### src/rtl/patgen_pkg.sv
// Shared types and constants for the pattern-generator sweep controller.
// Register addresses follow the generator's 8-bit register write map.
package patgen_pkg;

    typedef enum logic [2:0] {
        ST_IDLE,
        ST_WRITE,
        ST_LATCH,
        ST_RUN,
        ST_NEXT,
        ST_END
    } sweep_state_t;

    localparam logic [3:0] ADDR_NUMPULSES = 4'd7;
    localparam logic [3:0] ADDR_PERIODE   = 4'd8;
    localparam logic [3:0] ADDR_RUNLEN_H  = 4'd10;
    localparam logic [3:0] ADDR_RUNLEN_L  = 4'd11;
    localparam logic [3:0] ADDR_IDELAY_H  = 4'd12;
    localparam logic [3:0] ADDR_IDELAY_L  = 4'd13;
    localparam logic [3:0] ADDR_CLKFAC_H  = 4'd14;
    localparam logic [3:0] ADDR_CLKFAC_L  = 4'd15;

    localparam int WRITE_SEQ_LEN = 8;
    localparam int LATCH_CYCLES  = 2;

    // Unsigned add that clamps at all-ones instead of wrapping.
    function automatic logic [15:0] sat_add16(input logic [15:0] a, input logic [15:0] b);
        logic [16:0] sum;
        sum = {1'b0, a} + {1'b0, b};
        return sum[16] ? 16'hFFFF : sum[15:0];
    endfunction

endpackage

### src/rtl/patgen_sweep_ctrl_if.sv
// Connection between the sweep controller (master) and one pattern generator (slave).
interface patgen_sweep_ctrl_if;

    logic       pg_rfg_write;
    logic [3:0] pg_rfg_write_address;
    logic [7:0] pg_rfg_write_data;
    logic       pg_resn;
    logic       pg_suspend;
    logic       pg_running;
    logic       pg_done;

    modport master (
        output pg_rfg_write,
        output pg_rfg_write_address,
        output pg_rfg_write_data,
        output pg_resn,
        output pg_suspend,
        input  pg_running,
        input  pg_done
    );

    modport slave (
        input  pg_rfg_write,
        input  pg_rfg_write_address,
        input  pg_rfg_write_data,
        input  pg_resn,
        input  pg_suspend,
        output pg_running,
        output pg_done
    );

endinterface

### src/rtl/patgen_cfg_serializer.sv
// Streams the eight generator configuration bytes, one per clock, after a load pulse.
// Address and data read as zero whenever no write is in progress.
module patgen_cfg_serializer
    import patgen_pkg::*;
(
    input  logic        clk,
    input  logic        resn,
    input  logic        load,
    input  logic        clear,
    input  logic [7:0]  numpulses,
    input  logic [7:0]  periode,
    input  logic [15:0] runlen,
    input  logic [15:0] idelay,
    input  logic [15:0] clkfac,
    output logic        write,
    output logic [3:0]  address,
    output logic [7:0]  data,
    output logic        last
);

    logic       active;
    logic [2:0] idx;

    always_ff @(posedge clk or negedge resn) begin
        if (!resn) begin
            active <= 1'b0;
            idx    <= '0;
        end else if (clear) begin
            active <= 1'b0;
            idx    <= '0;
        end else if (load) begin
            active <= 1'b1;
            idx    <= '0;
        end else if (active) begin
            idx <= idx + 3'd1;
            if (last) begin
                active <= 1'b0;
            end
        end
    end

    always_comb begin
        address = '0;
        data    = '0;
        if (active) begin
            unique case (idx)
                3'd0: begin address = ADDR_NUMPULSES; data = numpulses;     end
                3'd1: begin address = ADDR_PERIODE;   data = periode;       end
                3'd2: begin address = ADDR_RUNLEN_H;  data = runlen[15:8];  end
                3'd3: begin address = ADDR_RUNLEN_L;  data = runlen[7:0];   end
                3'd4: begin address = ADDR_IDELAY_H;  data = idelay[15:8];  end
                3'd5: begin address = ADDR_IDELAY_L;  data = idelay[7:0];   end
                3'd6: begin address = ADDR_CLKFAC_H;  data = clkfac[15:8];  end
                3'd7: begin address = ADDR_CLKFAC_L;  data = clkfac[7:0];   end
            endcase
        end
    end

    assign write = active;
    assign last  = active && (idx == 3'(WRITE_SEQ_LEN - 1));

endmodule

### src/rtl/patgen_sweep_ctrl.sv
// Automated injection sweep: programs the generator, runs it to done, and repeats
// with a growing initial delay, guarded by a per-step watchdog.
module patgen_sweep_ctrl
    import patgen_pkg::*;
#(
    parameter int TIMEOUT_W = 32,
    parameter int STEP_W    = 8
) (
    input  logic                 clk,
    input  logic                 resn,
    input  logic                 start,
    input  logic                 abort,
    input  logic                 suspend_in,
    input  logic [7:0]           cfg_numpulses,
    input  logic [7:0]           cfg_periode,
    input  logic [15:0]          cfg_runlen,
    input  logic [15:0]          cfg_idelay_base,
    input  logic [15:0]          cfg_idelay_inc,
    input  logic [15:0]          cfg_clkfac,
    input  logic [STEP_W-1:0]    cfg_steps,
    input  logic [TIMEOUT_W-1:0] cfg_timeout,
    patgen_sweep_ctrl_if.master  pg,
    output logic                 busy,
    output logic [STEP_W-1:0]    step_idx,
    output logic                 sweep_done,
    output logic                 err_cfg,
    output logic                 err_timeout
);

    sweep_state_t state, state_next;

    logic [7:0]           np_q;
    logic [7:0]           per_q;
    logic [15:0]          rl_q;
    logic [15:0]          inc_q;
    logic [15:0]          cf_q;
    logic [STEP_W-1:0]    steps_q;
    logic [TIMEOUT_W-1:0] tmo_q;
    logic [15:0]          cur_idelay;
    logic [1:0]           latch_cnt;
    logic [TIMEOUT_W-1:0] wdog;
    logic [TIMEOUT_W-1:0] wdog_inc;
    logic                 suspend_q;

    logic start_req, cfg_bad, accept, last_step, timeout_hit, latch_done, abort_hit;
    logic ser_load, ser_write, ser_last;
    logic [3:0] ser_addr;
    logic [7:0] ser_data;
    logic unused_running;

    assign unused_running = pg.pg_running;

    assign abort_hit   = abort && (state != ST_IDLE);
    assign start_req   = (state == ST_IDLE) && start && !abort;
    assign cfg_bad     = (cfg_runlen == '0) || (cfg_steps == '0);
    assign accept      = start_req && !cfg_bad;
    assign last_step   = (step_idx == steps_q - STEP_W'(1));
    assign latch_done  = (latch_cnt == 2'(LATCH_CYCLES - 1));
    assign wdog_inc    = wdog + TIMEOUT_W'(1);
    // The cycle being counted right now is included, so expiry lands exactly on cfg_timeout.
    assign timeout_hit = (tmo_q != '0) && !suspend_q && (wdog_inc == tmo_q);

    patgen_cfg_serializer u_serializer (
        .clk       (clk),
        .resn      (resn),
        .load      (ser_load),
        .clear     (abort_hit),
        .numpulses (np_q),
        .periode   (per_q),
        .runlen    (rl_q),
        .idelay    (cur_idelay),
        .clkfac    (cf_q),
        .write     (ser_write),
        .address   (ser_addr),
        .data      (ser_data),
        .last      (ser_last)
    );

    always_ff @(posedge clk or negedge resn) begin
        if (!resn) begin
            state <= ST_IDLE;
        end else begin
            state <= state_next;
        end
    end

    always_comb begin
        state_next = state;
        ser_load   = 1'b0;
        if (abort_hit) begin
            state_next = ST_IDLE;
        end else begin
            case (state)
                ST_IDLE: begin
                    if (accept) begin
                        state_next = ST_WRITE;
                        ser_load   = 1'b1;
                    end
                end
                ST_WRITE: begin
                    if (ser_last) state_next = ST_LATCH;
                end
                ST_LATCH: begin
                    if (latch_done) state_next = ST_RUN;
                end
                ST_RUN: begin
                    if (pg.pg_done) state_next = ST_NEXT;
                    else if (timeout_hit) state_next = ST_END;
                end
                ST_NEXT: begin
                    if (last_step) begin
                        state_next = ST_END;
                    end else begin
                        state_next = ST_WRITE;
                        ser_load   = 1'b1;
                    end
                end
                ST_END:  state_next = ST_IDLE;
                default: state_next = ST_IDLE;
            endcase
        end
    end

    // Snapshot, step bookkeeping, watchdog and sticky status flags.
    always_ff @(posedge clk or negedge resn) begin
        if (!resn) begin
            np_q        <= '0;
            per_q       <= '0;
            rl_q        <= '0;
            inc_q       <= '0;
            cf_q        <= '0;
            steps_q     <= '0;
            tmo_q       <= '0;
            cur_idelay  <= '0;
            latch_cnt   <= '0;
            wdog        <= '0;
            suspend_q   <= 1'b0;
            step_idx    <= '0;
            sweep_done  <= 1'b0;
            err_cfg     <= 1'b0;
            err_timeout <= 1'b0;
        end else begin
            suspend_q <= suspend_in;
            latch_cnt <= (state == ST_LATCH) ? latch_cnt + 2'd1 : 2'd0;

            if (state == ST_RUN) begin
                if (!suspend_q) wdog <= wdog_inc;
            end else begin
                wdog <= '0;
            end

            if (start_req) begin
                sweep_done  <= 1'b0;
                err_timeout <= 1'b0;
                if (cfg_bad) begin
                    err_cfg <= 1'b1;
                end else begin
                    err_cfg    <= 1'b0;
                    np_q       <= cfg_numpulses;
                    per_q      <= cfg_periode;
                    rl_q       <= cfg_runlen;
                    inc_q      <= cfg_idelay_inc;
                    cf_q       <= cfg_clkfac;
                    steps_q    <= cfg_steps;
                    tmo_q      <= cfg_timeout;
                    cur_idelay <= cfg_idelay_base;
                    step_idx   <= '0;
                end
            end

            if (!abort_hit && (state == ST_RUN) && !pg.pg_done && timeout_hit) begin
                err_timeout <= 1'b1;
            end

            if (!abort_hit && (state == ST_NEXT)) begin
                if (last_step) begin
                    sweep_done <= 1'b1;
                end else begin
                    step_idx   <= step_idx + STEP_W'(1);
                    cur_idelay <= sat_add16(cur_idelay, inc_q);
                end
            end
        end
    end

    always_comb begin
        pg.pg_rfg_write         = (state == ST_WRITE) && ser_write;
        pg.pg_rfg_write_address = pg.pg_rfg_write ? ser_addr : 4'd0;
        pg.pg_rfg_write_data    = pg.pg_rfg_write ? ser_data : 8'd0;
        pg.pg_resn              = (state == ST_RUN);
        pg.pg_suspend           = suspend_q;
        busy                    = state inside {ST_WRITE, ST_LATCH, ST_RUN, ST_NEXT};
    end

endmodule

### src/flat_wrapper.sv
// flat-port wrapper written by rule: the top's interface ports become plain ports
module patgen_sweep_ctrl_flat import patgen_pkg::*;
#(
    parameter int TIMEOUT_W = 32,
    parameter int STEP_W    = 8
)
  (clk, resn, start, abort, suspend_in, cfg_numpulses, cfg_periode, cfg_runlen, cfg_idelay_base, cfg_idelay_inc, cfg_clkfac, cfg_steps, cfg_timeout, busy, step_idx, sweep_done, err_cfg, err_timeout, pg_pg_rfg_write, pg_pg_rfg_write_address, pg_pg_rfg_write_data, pg_pg_resn, pg_pg_suspend, pg_pg_running, pg_pg_done);
  patgen_sweep_ctrl_if pg_i ();
  input  logic clk;
  input  logic resn;
  input  logic start;
  input  logic abort;
  input  logic suspend_in;
  input  logic [7:0] cfg_numpulses;
  input  logic [7:0] cfg_periode;
  input  logic [15:0] cfg_runlen;
  input  logic [15:0] cfg_idelay_base;
  input  logic [15:0] cfg_idelay_inc;
  input  logic [15:0] cfg_clkfac;
  input  logic [STEP_W-1:0] cfg_steps;
  input  logic [TIMEOUT_W-1:0] cfg_timeout;
  output logic busy;
  output logic [STEP_W-1:0] step_idx;
  output logic sweep_done;
  output logic err_cfg;
  output logic err_timeout;
  output wire logic [$bits(pg_i.pg_rfg_write)-1:0] pg_pg_rfg_write;
  output wire logic [$bits(pg_i.pg_rfg_write_address)-1:0] pg_pg_rfg_write_address;
  output wire logic [$bits(pg_i.pg_rfg_write_data)-1:0] pg_pg_rfg_write_data;
  output wire logic [$bits(pg_i.pg_resn)-1:0] pg_pg_resn;
  output wire logic [$bits(pg_i.pg_suspend)-1:0] pg_pg_suspend;
  input wire logic [$bits(pg_i.pg_running)-1:0] pg_pg_running;
  input wire logic [$bits(pg_i.pg_done)-1:0] pg_pg_done;
  assign pg_pg_rfg_write = pg_i.pg_rfg_write;
  assign pg_pg_rfg_write_address = pg_i.pg_rfg_write_address;
  assign pg_pg_rfg_write_data = pg_i.pg_rfg_write_data;
  assign pg_pg_resn = pg_i.pg_resn;
  assign pg_pg_suspend = pg_i.pg_suspend;
  assign pg_i.pg_running = pg_pg_running;
  assign pg_i.pg_done = pg_pg_done;
  patgen_sweep_ctrl #(.TIMEOUT_W(TIMEOUT_W), .STEP_W(STEP_W)) u_core (.clk(clk), .resn(resn), .start(start), .abort(abort), .suspend_in(suspend_in), .cfg_numpulses(cfg_numpulses), .cfg_periode(cfg_periode), .cfg_runlen(cfg_runlen), .cfg_idelay_base(cfg_idelay_base), .cfg_idelay_inc(cfg_idelay_inc), .cfg_clkfac(cfg_clkfac), .cfg_steps(cfg_steps), .cfg_timeout(cfg_timeout), .pg(pg_i), .busy(busy), .step_idx(step_idx), .sweep_done(sweep_done), .err_cfg(err_cfg), .err_timeout(err_timeout));
endmodule
### config.mk
export PLATFORM = sky130hd
export DESIGN_NAME = patgen_sweep_ctrl_flat
export DESIGN_NICKNAME = d
export VERILOG_FILES = /design/src/rtl/patgen_pkg.sv /design/src/rtl/patgen_sweep_ctrl_if.sv /design/src/rtl/patgen_cfg_serializer.sv /design/src/rtl/patgen_sweep_ctrl.sv /design/src/flat_wrapper.sv
export SDC_FILE = /design/constraint.sdc
export NUM_CORES = 1
export LEC_CHECK = 0
export CORE_UTILIZATION = 55
export DETAILED_ROUTE_END_ITERATION = 10
export MAX_ROUTING_LAYER = met4
export PLACE_DENSITY = 0.81
export SKIP_LAST_GASP = 1
export SLEW_MARGIN = 20
export SYNTH_ARGS = -nofsm -noshare
export SYNTH_HDL_FRONTEND = slang
export SYNTH_SLANG_ARGS = --single-unit
### constraint.sdc
create_clock -name clk -period 3.5 [get_ports clk]
set_input_delay 1.05 -clock clk [delete_from_list [all_inputs] [get_ports clk]]
set_output_delay 1.05 -clock clk [all_outputs]
set_load 0.01 [all_outputs]
==> results of run 1 <==
-- sequential cells by signal, indices dropped and copies added (netlist names) --
signal,count
u_core.err_cfg,1
u_core.err_timeout,1
u_core.cf_q,16
u_core.u_serializer.write,1
u_core.state,3
u_core.tmo_q,32
u_core.np_q,8
u_core.per_q,8
u_core.steps_q,8
u_core.rl_q,16
u_core.wdog,32
u_core.u_serializer.idx,3
u_core.inc_q,16
u_core.step_idx,8
u_core.pg.pg_suspend,1
u_core.latch_cnt,2
u_core.cur_idelay,16
u_core.sweep_done,1
-- layer usage --
metal  up-vias  routed length (µm)  track usage, %
met5         -                   0               -
met4         0                 631            10.2
met3        44                1630            6.07
met2       299               12800            47.8
met1      4153               11100            36.4
li1       3887                   -               -
-- cell usage after synthesis (21+ instances only) --
| master | n | area, µm² |
|---|---|---|
| nand3_1 | 23 | 115 |
| a21oi_1 | 26 | 130 |
| xor2_1 | 43 | 377 |
| nor2_1 | 104 | 390 |
| nor3_1 | 27 | 135 |
| inv_1 | 21 | 78.8 |
| dfrtp_1 | 173 | 4330 |
| ha_1 | 26 | 325 |
| clkbuf_1 | 39 | 146 |
| xnor2_1 | 46 | 403 |
| nand2_1 | 61 | 229 |
| nor4_1 | 23 | 144 |
| mux2_2 | 121 | 1360 |
-- area by class of cell --
class,instances,share of cell area (%)
Tap cell,229,2.26
Sequential cell,173,34.1
Clock inverter,15,1.62
Timing Repair Buffer,188,14.6
Clock buffer,17,3.35
Multi-Input combinational cell,739,43.4
Inverter,21,0.621
-- path summary, 6_finish.rpt --
path	from	to	slack (ns)
setup / recovery	u_core.u_serializer.idx[0]	pg_pg_rfg_write_data[6]	0.07
hold / removal	u_core.latch_cnt[0]	u_core.latch_cnt[0]	0.45
min in group asynchronous	resn	u_core.tmo_q[20]	0.66
setup reg to reg	u_core.wdog[18]	u_core.state[1]	0.35
max in group asynchronous	resn	u_core.u_serializer.idx[0]	2.12
hold reg to reg	u_core.latch_cnt[0]	u_core.latch_cnt[0]	0.45
-- power breakdown --
group          leakage (nW)  total [mW]  internal (mW)  switching, mW
Combinational          2.79        4.13           2.16           1.97
Sequential             2.13        3.46           2.75          0.710
Clock                 0.293        2.02           1.15          0.877
-- through the flow --
step | instances | power [mW] | util (%) | setup TNS [ns]
finish | 1382 | 9.62 | 70.4 | 0
global route | 1382 | 10.2 | 70.4 | -0.0486
CTS | 1381 | 9.57 | 70.2 | -0.0483
detailed placement | 1346 | 7.46 | 66.5 | 0
global placement | 1346 | 7.27 | 66.5 | 0
floorplan | 993 | 6.21 | - | 0
-- repair_timing --
| item | CTS | global route |
|---|---|---|
| gates resized for setup | 14 | 16 |
| buffers inserted | 3 | 1 |
| pin swaps | 10 | 8 |
| hold buffers | 0 | 0 |
| setup endpoints to repair | 9 | 10 |
-- cells by family (layout without fill, tap and decap cells) --
logic type,count (synthesis),after routing
multiplexers,131,131
AND/OR/NAND/NOR,357,357
adder cells (fa/ha/maj),27,27
buffers and inverters,81,241
flip-flops,173,173
XOR/XNOR,90,90
AO/OA/AOI/OAI,134,134
-- worst reg2reg max path, cell delays in order, from the launching register on --
cell,delay [ns]
dfrtp_1,0.52
nand3_1,0.21
nor4_2,0.57
a21boi_1,0.14
or4_1,0.53
a2111oi_1,0.49
nand4_1,0.25
o31a_1,0.33
==> key figures, run 1 <==
Final layout
  – Commonest non-fill, non-tap cell in the layout: dfrtp_1
  – FILL cells: 1327
  – Leading cell types in the layout, fill and taps excluded: dfrtp_1, clkdlybuf4s50_1, mux2_2
  – Multi-input gate area: 5510 µm²
  – Register Area: 4330 µm²
  – Final nets: 1294
  – N_diodes: 0
  – Area Growth Syn to Fin: 25.4%
  – Layout cell share with drive strength beyond 1: 18.9%
  – Design Area, Final: 12700 µm²

Timing
  – Final worst path period share: 97.9%
  – Relative slew slack: 47.4%
  – Final number of setup-violating endpoints: 0
  – Max-slew violation count: 0
  – Slew of the pin with the lowest slew margin: 0.782 ns
  – Final hold violation count: 0
  – Fmax: 292 MHz
  – RSZ-0062 raised after global routing: true
  – Setup ws final: 0.0722 ns
  – Fin crit period: 3.43 ns
  – Worst hold slack: 0.452 ns
  – Worst Skew: 0.0126 ns

Routing
  – Vias/cell: 6.07
  – DRC: 0
  – Post-Route WL: 26200 µm
  – Routed Antenna Nets: 0
  – Via Count: 8383
  – DR pass1 iterations: 8
  – DR iter-0 viols: 721
  – Drt wl/cell: 18.9 µm

Global route
  – First-pass GRT wire length: 41400 µm
  – GRT Total Usage: 29.4%
  – Initial antenna violation count: 0
  – Largest net degree at the start of global routing: 76
  – GRT overflow: 0
  – Vias in the first global route: 8169

Critical path
  – Crit. End Element: output port
  – Critical Path Most Common Cell: ha_4
  – Worst-path fanout max: 8
  – CP Launch Type: flip-flop
  – Max incr delay on CP: 0.45 ns
  – CP cell instances: ha_4, ha_4, a222oi_1, a31oi_1, a21oi_1, nor2_1, dlygate4sd2_1
  – R2R cell count: 7
  – Arr. time, crit path: 2.38 ns
  – Critical path required time: 2.45 ns
  – Max stage delay cell, worst path: dfrtp_2
  – Buf/Inv on CP: 1
  – CP delay by family, top: compound AO/OA/AOI/OAI gates
  – Crit path kind: reg2out
  – Cell depth of the worst setup path: 7

Place
  – Port Buffer Count: 152
  – DP Area: 12000 µm²
  – RePlAce Congestion: 0.905
  – Hpwl dp: 18800 µm
  – Place WS: 0.0876 ns

Synthesis
  – Mapped Area: 10100 µm²
  – Post-Syn Instances: 993
  – Post-synth EDFFs: 0
  – Yosys reg bits: 173
  – Fraction of synthesized area in multiplexers: 14.5%
  – Synth Flop Type: dfrtp_1
  – Async SR Flop Fraction: 100%
  – Post-Synth Adder-Cell Area: 3.41%
  – Main combinational cell family by area after synthesis: simple AND/OR/NAND/NOR gates
  – Syn avg cell area: 10.2 µm²
  – Synth warnings: 0
  – Synth unique cells: 74
  – Post-synth net total: 1147
  – XOR/XNOR Fraction of Synth Area: 7.94%
  – Compound-gate portion of the synthesized area: 9.28%
  – Post-synthesis sequential area ratio: 42.8%
  – Simple-gate share of the synthesized area: 18.8%

Run
  – Max-cap violations: 0

Pwr
  – Pwr Density: 758 nW/µm²
  – Max VDD drop: 0.541 mV
  – P_leak: 5.21 nW

Floorplan
  – Initial Utilization: 56.2%
  – Die width: 138 µm
  – Total core area: 18000 µm²
  – Top Ports: 154
  – Die Y-Extent: 138 µm
  – DIE AREA: 18900 µm²
  – Cell row count: 49

Clocking
  – Clock buffer depth: 2
  – Root buffer cell: clkbuf_16
  – H-tree depth: 4
  – Sinks on Clock Net: 173
  – Skew-Pair Late Insertion Delay: 0.43 ns
  – Clock transition at path regs: 0.07 ns
  – CTS tree: yes
  – CTS buffer count: 17

Hold path
  – Worst Hold Depth: 1
  – Worst min-delay path class: reg2reg

Outcome
  – Status: finished, final reports clean
No activity file was read; power rests on OpenSTA's default activity.
==> run 2, diff against run 1 <==
SLEW_MARGIN = 15   (was 20)
==> results of run 2 <==
Final layout, timing and power as in run 1 (identical DEF).
==> run 3, diff against run 2 <==
CTS_CLUSTER_SIZE = 16   (was default)
HOLD_SLACK_MARGIN = 0.1   (was default)
==> results of run 3 <==
Final layout, timing and power as in run 1 (identical DEF).
